[src/rtl/addr_decoder_cfg_loader.sv]
// Framed host byte stream -> auto-incrementing byte writes into the address-decoder config store.
// Frame: SYNC, ADDR, LEN, LEN data bytes, CSUM with (ADDR+LEN+sum(data)+CSUM) mod 256 == 0.
module addr_decoder_cfg_loader #(
    parameter int          TIMEOUT_CYC = 1024,
    parameter logic [7:0]  SYNC_BYTE   = 8'hA5
) (
    input  logic       cfg_clk,
    input  logic       cfg_rst,
    input  logic       in_valid,
    input  logic [7:0] in_data,
    output logic       in_ready,
    output logic       cfg_we,
    output logic [7:0] cfg_addr,
    output logic [7:0] cfg_wdata,
    output logic       frame_done,
    output logic       frame_ok,
    output logic       csum_err,
    output logic       tout_err,
    input  logic       err_clr
);

    localparam int             CW       = $clog2(TIMEOUT_CYC + 1);
    localparam logic [CW-1:0]  TOUT_MAX = CW'(TIMEOUT_CYC);

    typedef enum logic [2:0] {
        S_IDLE,
        S_ADDR,
        S_LEN,
        S_DATA,
        S_CSUM
    } state_t;

    state_t        state_q, state_d;
    logic [7:0]    ptr_q, ptr_d;
    logic [7:0]    rem_q, rem_d;
    logic [7:0]    sum_q, sum_d;
    logic [CW-1:0] tcnt_q, tcnt_d;
    logic          we_q, we_d;
    logic [7:0]    addr_q, addr_d;
    logic [7:0]    wdata_q, wdata_d;
    logic          done_q, done_d;
    logic          ok_q, ok_d;
    logic          cerr_q, cerr_d;
    logic          terr_q, terr_d;

    logic          accept;
    logic [7:0]    csum_chk;
    logic          csum_set;
    logic          tout_set;

    // The block never back-pressures; it is only unready while held in reset.
    assign in_ready = ~cfg_rst;
    assign accept   = in_valid & in_ready;
    assign csum_chk = sum_q + in_data;

    always_comb begin
        // NOTE: every signal written here gets a default first, so no path can leave a latch behind.
        state_d  = state_q;
        ptr_d    = ptr_q;
        rem_d    = rem_q;
        sum_d    = sum_q;
        addr_d   = addr_q;
        wdata_d  = wdata_q;
        we_d     = 1'b0;
        done_d   = 1'b0;
        ok_d     = 1'b0;
        csum_set = 1'b0;
        tout_set = 1'b0;
        tcnt_d   = (state_q == S_IDLE || accept) ? '0 : tcnt_q + CW'(1);

        case (state_q)
            S_IDLE: begin
                if (accept && in_data == SYNC_BYTE) state_d = S_ADDR;
            end
            S_ADDR: begin
                if (accept) begin
                    ptr_d   = in_data;
                    sum_d   = in_data;
                    state_d = S_LEN;
                end
            end
            S_LEN: begin
                if (accept) begin
                    rem_d   = in_data;
                    sum_d   = csum_chk;
                    state_d = (in_data != 8'd0) ? S_DATA : S_CSUM;
                end
            end
            S_DATA: begin
                if (accept) begin
                    we_d    = 1'b1;
                    addr_d  = ptr_q;
                    wdata_d = in_data;
                    ptr_d   = ptr_q + 8'd1;
                    rem_d   = rem_q - 8'd1;
                    sum_d   = csum_chk;
                    if (rem_q == 8'd1) state_d = S_CSUM;
                end
            end
            S_CSUM: begin
                if (accept) begin
                    done_d   = 1'b1;
                    ok_d     = (csum_chk == 8'd0);
                    csum_set = (csum_chk != 8'd0);
                    state_d  = S_IDLE;
                end
            end
            default: state_d = S_IDLE;
        endcase

        // Abort only when the limit is reached with no byte arriving in that same cycle.
        if (state_q != S_IDLE && !accept && tcnt_q == TOUT_MAX) begin
            state_d  = S_IDLE;
            done_d   = 1'b1;
            ok_d     = 1'b0;
            tout_set = 1'b1;
            tcnt_d   = '0;
        end

        cerr_d = csum_set | (cerr_q & ~err_clr);
        terr_d = tout_set | (terr_q & ~err_clr);
    end

    always_ff @(posedge cfg_clk) begin
        if (cfg_rst) begin
            state_q <= S_IDLE;
            ptr_q   <= '0;
            rem_q   <= '0;
            sum_q   <= '0;
            tcnt_q  <= '0;
            we_q    <= 1'b0;
            addr_q  <= '0;
            wdata_q <= '0;
            done_q  <= 1'b0;
            ok_q    <= 1'b0;
            cerr_q  <= 1'b0;
            terr_q  <= 1'b0;
        end else begin
            // NOTE: non-blocking updates so every register samples the pre-edge value of the others.
            state_q <= state_d;
            ptr_q   <= ptr_d;
            rem_q   <= rem_d;
            sum_q   <= sum_d;
            tcnt_q  <= tcnt_d;
            we_q    <= we_d;
            addr_q  <= addr_d;
            wdata_q <= wdata_d;
            done_q  <= done_d;
            ok_q    <= ok_d;
            cerr_q  <= cerr_d;
            terr_q  <= terr_d;
        end
    end

    assign cfg_we     = we_q;
    assign cfg_addr   = addr_q;
    assign cfg_wdata  = wdata_q;
    assign frame_done = done_q;
    assign frame_ok   = ok_q;
    assign csum_err   = cerr_q;
    assign tout_err   = terr_q;

endmodule
[config.mk]
export PLATFORM = sky130hd
export DESIGN_NAME = addr_decoder_cfg_loader
export DESIGN_NICKNAME = d
export VERILOG_FILES = /design/src/rtl/addr_decoder_cfg_loader.sv
export SDC_FILE = /design/constraint.sdc
export NUM_CORES = 1
export LEC_CHECK = 0
export CORE_MARGIN = 1.5
export CORE_UTILIZATION = 49
export DETAILED_ROUTE_END_ITERATION = 12
export PLACE_DENSITY = 0.79
export SETUP_SLACK_MARGIN = 0.2
export SLEW_MARGIN = 20
export SYNTH_ARGS = -nofsm -noshare
export SYNTH_HDL_FRONTEND = slang
export SYNTH_SLANG_ARGS = --single-unit
[constraint.sdc]
create_clock -name cfg_clk -period 4.4 [get_ports cfg_clk]
set_clock_uncertainty 0.05 [all_clocks]
set_input_delay 0.66 -clock cfg_clk [delete_from_list [all_inputs] [get_ports cfg_clk]]
set_output_delay 0.66 -clock cfg_clk [all_outputs]
set_load 0.03 [all_outputs]
==> results of run 1 <==
==> metrics by stage <==
step	cell area [um^2]	hold WS, ns	total power (W)
after global placement	3440	0.394	0.000600
after CTS	3680	0.406	0.00120
after floorplan	3060	0.386	0.000574
after global routing	3680	0.420	0.00124
after detailed placement	3440	0.397	0.000601
final	3680	0.405	0.00120
==> final cells by class <==
class,instances,area (um^2),area share [%]
multi-input combinational,306,1770,48.1
sequential,59,1180,32.1
timing repair buffer,36,353,9.60
clock buffer,11,141,3.84
clock inverter,5,100,2.72
tap,75,93.8,2.55
inverter,10,37.5,1.02
==> flip-flops by register name, indices dropped and copies added (netlist names) <==
name / count
cfg_wdata: 8
cfg_we: 1
ptr_q: 8
cfg_addr: 8
csum_err: 1
tcnt_q: 11
rem_q: 8
tout_err: 1
sum_q: 8
state_q: 3
frame_done: 1
frame_ok: 1
==> per-layer routing <==
layer | GRT usage [%] | wire [um] | share of wire [%]
met3 | 6.44 | 420 | 5.6
met1 | 30.6 | 3380 | 45
met2 | 37.0 | 3510 | 47
met4 | 12.4 | 142 | 1.9
met5 | 0 | 0 | 0
==> where the power goes <==
group / switching [W] / internal (W)
Sequential: 0.0000000807 / 0.000534
Combinational: 0.0000345 / 0.0000216
Clock: 0.000218 / 0.000390
==> worst max-delay path: cells and delay by family <==
family,cells,cell delay [ns]
buffers and inverters,3,1.75
==> logic make-up (layout without fill, tap and decap cells) <==
group / after synthesis / in the layout / synth area share [%]
simple gates: 181 / 181 / 28.4
compound gates: 98 / 98 / 19.7
flops: 59 / 59 / 38.6
buf+inv: 26 / 62 / 3.64
fa+ha+maj: 13 / 13 / 5.56
xor+xnor: 12 / 12 / 3.43
mux: 2 / 2 / 0.654
==> placed cells by master, fill, tap and decap left out, types with 3 or more instances in the layout <==
cell	n
nand3_1	8
and3_1	6
and2_1	4
bufinv_16	3
nor2_1	45
nand4_1	6
nor3b_1	7
inv_1	9
clkbuf_8	10
nand2_1	64
a211oi_1	5
a21oi_1	43
clkdlybuf4s50_1	33
or2_2	3
nor2b_1	4
xor2_1	7
nand2b_1	4
buf_4	3
xnor2_1	5
and4_1	3
dfxtp_1	59
a31oi_1	3
a311oi_1	8
nor3_1	14
ha_1	12
o21ai_0	19
==> worst min path at each step <==
| stage | from | end | slack [ns] | cells past startpoint |
|---|---|---|---|---|
| after floorplan | sum_q[2]$_SDFFE_PP0P_ | sum_q[2]$_SDFFE_PP0P_ | 0.39 | 2 |
| after global placement | cfg_addr[2]$_SDFFE_PP0P_ | cfg_addr[2]$_SDFFE_PP0P_ | 0.39 | 2 |
| after detailed placement | cfg_addr[5]$_SDFFE_PP0P_ | cfg_addr[5]$_SDFFE_PP0P_ | 0.40 | 2 |
| after CTS | cfg_addr[5]$_SDFFE_PP0P_ | cfg_addr[5]$_SDFFE_PP0P_ | 0.41 | 2 |
| after global routing | cfg_addr[2]$_SDFFE_PP0P_ | cfg_addr[2]$_SDFFE_PP0P_ | 0.42 | 2 |
| final | cfg_addr[5]$_SDFFE_PP0P_ | cfg_addr[5]$_SDFFE_PP0P_ | 0.40 | 2 |
==> out/metrics.yaml, run 1 <==
synth_common_cells: "64 x nand2_1, 59 x dfxtp_1, 45 x nor2_1"
io_pins: 34
dp.cells: 486
grt_use_total_pct: 24.0
clk_pin_slew_ns: 0.07
crit_top_cell: "clkdlybuf4s50_1"
hpwl_mm: 5.14
slew_headroom_pct: 45.3
crit_end: "in_ready"
reg2regPathDepth: 5
crit_required_ns: 3.69
vias: 2911
ctsHoldBuffers: 0
synth_area_per_cell_um2: 7.83
finalCriticalPeriod_ns: 3.11
synth_top_area_share_pct: 38.6
endpoint_kind: "primary output"
max_cap_violations: 0
powerDensity_nw_per_um2: 326
antenna_cells: 0
row_count: 28
finalHoldViolCount: 0
status: "complete, no violations"
drc: 0
p_leak_nw: 1.31
path_class: "input port to primary output"
grt-ovfl-total: 0
area_delta_synth_final_pct: 20.1
cpPeakStageDelay_ns: 0.83
clockBufferDepth: 2
drive_above_1_share_pct: 5.39
async_flop_share_pct: 0
setup_ws_ns: 1.29
hp-class: "flop to flop"
cp_max_fo: 14
ys_ff_latch: 59
clk-insertion-delay-late_ns: 0.35
cpMaxStageDelayCell: "clkdlybuf4s50_1"
wire_per_inst_um: 14.8
grt_max_degree: 31
routed_wl_mm: 7.45
synth_edf_count: 0
rsz0062_at_grt: "no"
grt_pass1_wl_mm: 12.1
stdcell_count: 502
cts.sinks: 59
postRouteAntennaNets: 0
cts_buffers: 9
drt_iter0_drc: 290
synth_area_um2: 3060
yosys.cell_count.top_type: "nand2_1"
finalCritPeriodShare_pct: 70.8
setup_viol: 0
synth_nets: 416
clockRootBuffer: "clkbuf_8"
ys_seq_area_share_pct: 38.6
yosysUniqueCellTypes: 54
critical_path_arrival_ns: 2.40
synth_top_area_cell: "dfxtp_1"
initial_core_util_pct: 51.1
port_buffers: 33
setup_tns_ns: 0
startpoint: "cfg_rst"
r2r-end: "cfg_wdata[7]$_SDFFE_PP0P_"
dieArea_um2: 6730
max_freq_ghz: 0.321
core-area_um2: 5990
final_max_slew_viol_count: 0
r2r_setup_slack_ns: 1.91
cts_setup_buffers: 0
nFillCells: 533
antenna_found_initial: 0
worstMarginPinSlew_ns: 0.819
htree_num_levels: 3
fp.dieH_um: 82.1
cts_tree: "built"
nNetsFinal: 447
synth_area_leaders: "dfxtp_1 39%, nand2_1 7.8%, a21oi_1 7.0%"
final_core_util_pct: 61.4
worstSetupStartpointType: "input port"
grt_pass1_vias: 2595
crit_chain: "clkdlybuf4s50_1 > inv_1 > clkdlybuf4s50_1"
synthFlopType: "dfxtp_1"
place_congestion: 0.882
drt_pre_antenna_iters: 5
cts-resized-gates: 0
r2r_start: "state_q[2]$_SDFFE_PP0P_"
die_width_um: 82.1
viasPerCell: 5.80
synth_cells: 391
yosys_warnings: 0
dpl_worst_slack_ns: 1.04
ir_worst_vdd_v: 0.000183
Power figures use the tool's default switching activity.
==> run 2: changes to the inputs <==
--- a/config.mk
+++ b/config.mk
@@ -8,7 +8,7 @@
 export CORE_MARGIN = 1.5
 export CORE_UTILIZATION = 49
 export DETAILED_ROUTE_END_ITERATION = 12
-export PLACE_DENSITY = 0.79
+export PLACE_DENSITY = 0.82
 export SETUP_SLACK_MARGIN = 0.2
 export SLEW_MARGIN = 20
 export SYNTH_ARGS = -nofsm -noshare
==> constraint.sdc (replaced) <==
create_clock -name cfg_clk -period 2.7 [get_ports cfg_clk]
set_clock_uncertainty 0.05 [all_clocks]
set_input_delay 0.405 -clock cfg_clk [delete_from_list [all_inputs] [get_ports cfg_clk]]
set_output_delay 0.405 -clock cfg_clk [all_outputs]
set_load 0.03 [all_outputs]
==> run 2 against run 1 <==
Net effect: power is 59% higher; worst hold slack better by 0.0039 ns; final area is 3.0% higher; sequential share of layout area is 0.92 points lower; non-clock buffer count is 14 higher; first-iteration DRC count is 11% lower; final cell count is 2.8% higher; die area stayed put; global-route usage is 0.56 points higher; clock power is 53% higher; core utilization is 1.8 points higher; critical path type is now input port to flop.
==> out/metrics.yaml, run 2 (synthesis results as in run 1) <==
powerDensity_nw_per_um2: 502  # +54%
clk-insertion-delay-late_ns: 0.34  # about the same
max_cap_violations: 0  # unchanged
path_buf_inv: 1  # -2
hp-class: "flop to flop"
largest_register_ffs: 11  # unchanged
final_max_slew_viol_count: 0  # unchanged
crit_chain: "clkdlybuf4s50_1 > ha_2 > fa_2 > a211o_1 > a2111o_1 > o311ai_2 > nand2_1 > a211oi_2"
worstMarginPinSlew_ns: 0.604  # -0.215 ns
drc: 0  # unchanged
hold_depth: 2  # unchanged
cts_buffers: 9  # unchanged
nNetsFinal: 461  # +3.1%
antenna_found_initial: 0  # unchanged
cts.sinks: 59  # unchanged
dieArea_um2: 6730  # unchanged
row_count: 28  # unchanged
antenna_cells: 0  # unchanged
critical_path_depth: 8  # +5
drt_iter0_drc: 258  # -11%
finalCritPeriodShare_pct: 88.2
layout_commonest_cell: "nand2_1"
port_buffers: 33  # unchanged
drt_pre_antenna_iters: 5  # unchanged
status: "complete, no violations"
cp_max_fo: 3  # -11
clockBufferDepth: 2  # unchanged
initial_core_util_pct: 51.1  # unchanged
dpl_worst_slack_ns: -0.156  # -1.20 ns
rsz0062_at_grt: "no"
timing.hold.ws_ns: 0.409  # +0.00394 ns
vias: 2956  # +1.5%
htree_num_levels: 3  # unchanged
setup_ws_ns: 0.319  # -0.966 ns
area_delta_synth_final_pct: 23.6
ir_worst_vdd_v: 0.000393  # +110%
finalCriticalPeriod_ns: 2.38
drive_above_1_share_pct: 9.30  # +3.9 points
io_pins: 34  # unchanged
cpPeakStageDelay_ns: 0.45  # -0.38 ns
top_register: "tcnt_q"
die_width_um: 82.1  # unchanged
critPathTopFamily: "compound AO/OA/AOI/OAI gates"
cts_tree: "built"
grt_use_total_pct: 24.6  # +0.56 points
crit_required_ns: 2.91  # -0.78 ns
p_leak_nw: 1.37  # +4.1%
hpwl_mm: 5.46  # +6.3%
critical_path_arrival_ns: 2.59  # +0.19 ns
worstSetupStartpointType: "input port"
grt_pass1_vias: 2734  # +5.4%
finalHoldViolCount: 0  # unchanged
fp.dieH_um: 82.1  # unchanged
max_freq_ghz: 0.420
clk_pin_slew_ns: 0.07  # about the same
reg2regPathDepth: 7  # +2
core-area_um2: 5990  # unchanged
path_class: "input port to flop"
endpoint_kind: "flop"
grt_max_degree: 31  # unchanged
wire_per_inst_um: 14.9  # +0.70%
clockRootBuffer: "clkbuf_8"
viasPerCell: 5.73  # -1.2%
setup_viol: 0  # unchanged
routed_wl_mm: 7.71  # +3.5%
postRouteAntennaNets: 0  # unchanged
layout_common_cells: "64 x nand2_1, 59 x dfxtp_1, 45 x nor2_1"
place_congestion: 0.899  # +1.9%
cpMaxStageDelayCell: "clkdlybuf4s50_1"
grt_pass1_wl_mm: 12.6  # +4.0%
ctsHoldBuffers: 0  # unchanged
slew_headroom_pct: 59.6  # +14 points
grt-ovfl-total: 0  # unchanged
==> run 2: changes by cell type in the layout (fill, tap and decap cells not counted), sizes merged <==
| cell | before | now |
|---|---|---|
| buf | 3 | 17 |
| bufinv | 3 | 2 |
| clkbuf | 11 | 12 |
| clkinv | 3 | 2 |
| clkinvlp | 0 | 1 |
==> run 2: where the power goes <==
part | switching [W] | internal, W
Combinational | 0.0000583 | 0.0000449
Clock | 0.000360 | 0.000569
Sequential | 0.000000132 | 0.000870
==> run 2: worst reg2reg max path, cell delays in order (launching register included) <==
cell	delay, ns
dfxtp_1	0.33
ha_2	0.19
fa_2	0.35
a211o_1	0.36
a2111o_1	0.39
o311ai_2	0.12
nand2_1	0.11
a211oi_2	0.18
==> run 2: worst paths after layout <==
path | from | to | slack (ns)
max | in_data[0] | sum_q[6]$_SDFFE_PP0P_ | 0.32
min | cfg_addr[3]$_SDFFE_PP0P_ | cfg_addr[3]$_SDFFE_PP0P_ | 0.41
max reg2reg | sum_q[0]$_SDFFE_PP0P_ | sum_q[6]$_SDFFE_PP0P_ | 0.54
min reg2reg | cfg_addr[3]$_SDFFE_PP0P_ | cfg_addr[3]$_SDFFE_PP0P_ | 0.41
==> run 2: per-layer routing <==
metal | track usage, % | wire length, um | share of wire, %
met1 | 32.0 | 3440 | 45
met2 | 38.9 | 3660 | 47
met3 | 6.00 | 443 | 5.7
met4 | 9.49 | 166 | 2.2
met5 | 0 | 0 | 0
==> run 2: area by class of cell <==
cell class / instances / area (um^2)
well taps: 75 / 93.8
repair buffers: 50 / 458
multi-input cells: 306 / 1790
clock inverters: 4 / 72.6
inverters: 10 / 37.5
clock buffers: 12 / 155
flip-flops and latches: 59 / 1180
fillers: 507 / 2200
==> run 2: through the flow <==
step           std cells  power [W]  utilization [%]  TNS [ns]  cell area [um^2]
5_1_grt              516    0.00196             63.2         0              3790
4_1_cts              515    0.00190             62.8         0              3760
6_report             516    0.00190             63.2         0              3790
3_3_place_gp         499   0.000988             59.0    -0.171              3530
2_1_floorplan        391   0.000936                -         0              3060
3_5_place_dp         499   0.000989             59.0    -0.345              3530
==> run 2: what timing repair did <==
| action | 4_1_cts | 5_1_grt |
|---|---|---|
| setup endpoints to repair | 2 | 3 |
| setup buffers | 0 | 1 |
| pin swaps | 0 | 2 |
| resized for setup | 1 | 4 |
==> RTL edit: new RTL, config.mk and constraints of run 2 <==
Reset style: asynchronous (`cfg_rst`), changed in one clocked block.
--- a/src/rtl/addr_decoder_cfg_loader.sv
+++ b/src/rtl/addr_decoder_cfg_loader.sv
@@ -122,5 +122,5 @@
     end
 
-    always_ff @(posedge cfg_clk) begin
+    always_ff @(posedge cfg_clk or posedge cfg_rst) begin
         if (cfg_rst) begin
             state_q <= S_IDLE;
Function: changed (a bounded check fails within 10 cycles, from zero or initial values and one cycle with cfg_rst high; the reset may be asserted at any time).
==> RTL edit against run 2 <==
Global-route usage is 2.7 points lower. Cell area increased by 3.0%. Maximum frequency rose by 1.1%. Via count is 9.7% lower. Routed wire length fell by 6.2%. Synthesized area up 3.5%. Sequential cell count did not move. Worst setup slack better by 0.026 ns. Worst hold slack better by 0.026 ns.
Power is not compared: it rests on default switching activity, and its combinational part moved more than twofold at a synthesized area within 25%.
==> RTL edit: results (changes against run 2) <==
yosys:
  synth-seq-area-share_pct: 46.6  # was 38.6%
  synth.distinct_cells: 55  # was 54
  synth.net_count: 355  # was 416
  ys.flop_type: "dfrtp_1"  # was dfxtp_1
  yosys-top-cells-count: "59 x dfrtp_1, 33 x nor2_1, 29 x nand2_1, 25 x a21oi_1"  # was 64 x nand2_1, 59 x dfxtp_1, 45 x nor2_1, 43 x a21oi_1, 19 x o21ai_0
  synthCells: 330  # was 391
  synthTopCellsByArea: "dfrtp_1 47%, mux2_1 5.3%, ha_1 4.7%"  # was dfxtp_1 39%, nand2_1 7.8%, a21oi_1 7.0%
  yosysWarnings: 0  # unchanged
  async_flop_share_pct: 100  # was 0%
global_routing:
  grt_max_degree: 60  # was 31
  use_met2_pct: 33.9  # was 38.9%
  grt_pass1_wl_um: 12000  # was 12,600 um
  track_usage_pct: 21.8  # was 24.6%
  met1_usage_pct: 29.0  # was 32.0%
  use_met3_pct: 5.67  # was 6.00%
  grt_pass1_vias: 2542  # was 2,734
min_path:
  min_path_type: "reg2reg"  # unchanged
finish:
  nets: 403  # was 461
  fin_cells: 460  # was 516
  drive_gt1_share_pct: 12.3  # was 9.30%
worst_setup_path:
  cp_max_fo: 2  # was 3
  max_stage_delay_ns: 0.51  # was 0.45 ns
  path_delay_family: "buffers and inverters"  # was compound AO/OA/AOI/OAI gates
  arrival_ns: 2.58  # was 2.59 ns
place:
  dp.cells: 443  # was 499
  placed_area_um2: 3660  # was 3530 um2
  dp_hpwl_um: 5010  # was 5460 um
  place_congestion: 0.868  # was 0.899
route:
  wl_met2_um: 3560  # was 3660 um
  vias_per_cell: 5.80  # was 5.73
  met1_length_um: 3140  # was 3440 um
  drt_first_iter_violations: 259  # was 258
  drtPass1Iterations: 4  # was 5
  routed-wl-met3_um: 379  # was 443 um
  wirelength_um: 7240  # was 7710 um
sta:
  worstMarginPinSlew_ns: 0.731  # was 0.604 ns
run_status:
  outcome: "finished clean"  # unchanged
RTL edit: through the flow:
stage / utilization, % / setup WS [ns] / hold WS (ns)
3_5_place_dp: 57.9 / -0.0404 / 0.422
4_1_cts: 61.3 / 0.302 / 0.436
3_3_place_gp: 57.9 / 0.0635 / 0.417
6_report: 61.8 / 0.345 / 0.434
5_1_grt: 61.8 / 0.205 / 0.449
2_1_floorplan: - / 0.312 / 0.347
RTL edit: final timing paths:
kind / depth (start not counted) / slack (ns) / end / startpoint
max reg2reg: 9 / 0.58 / frame_ok / sum_q[0]
min: 1 / 0.43 / tout_err / tout_err
min in group asynchronous: 3 / 0.65 / tcnt_q[4] / cfg_rst
max: 10 / 0.35 / frame_ok / in_data[0]
max in group asynchronous: 3 / 1.46 / cfg_wdata[5] / cfg_rst
min reg2reg: 1 / 0.43 / tout_err / tout_err
RTL edit: power breakdown:
part           total (W)  switching (W)  leakage (nW)  internal (W)
clock network   0.000844       0.000346         0.108      0.000498
logic            0.00193        0.00109         0.900      0.000838
registers        0.00152       0.000316         0.742       0.00121
total            0.00430        0.00175          1.75       0.00254
RTL edit: area by class of cell:
class	instances	area, um2
clock buffer	12	165
clock inverter	4	47.5
fill	525	2410
inverter	12	47.5
multi-input combinational	247	1620
sequential	59	1480
tap	77	96.3
timing repair buffer	49	450
RTL edit: what timing repair did:
action | 4_1_cts | 5_1_grt
resized for setup | 0 | 6
setup buffers | 0 | 1
setup endpoints to repair | 0 | 3
RTL edit: kinds of logic (layout without fill, tap and decap cells):
kind of cell    after synthesis  in the layout  share of synthesized area (%)
compound gates               81             81                           15.5
buf+inv                      24             77                           3.12
xor+xnor                     14             14                           3.87
fa+ha+maj                    13             13                           5.37
simple gates                121            121                           19.3
flops                        59             59                           46.6
mux                          18             18                           6.31
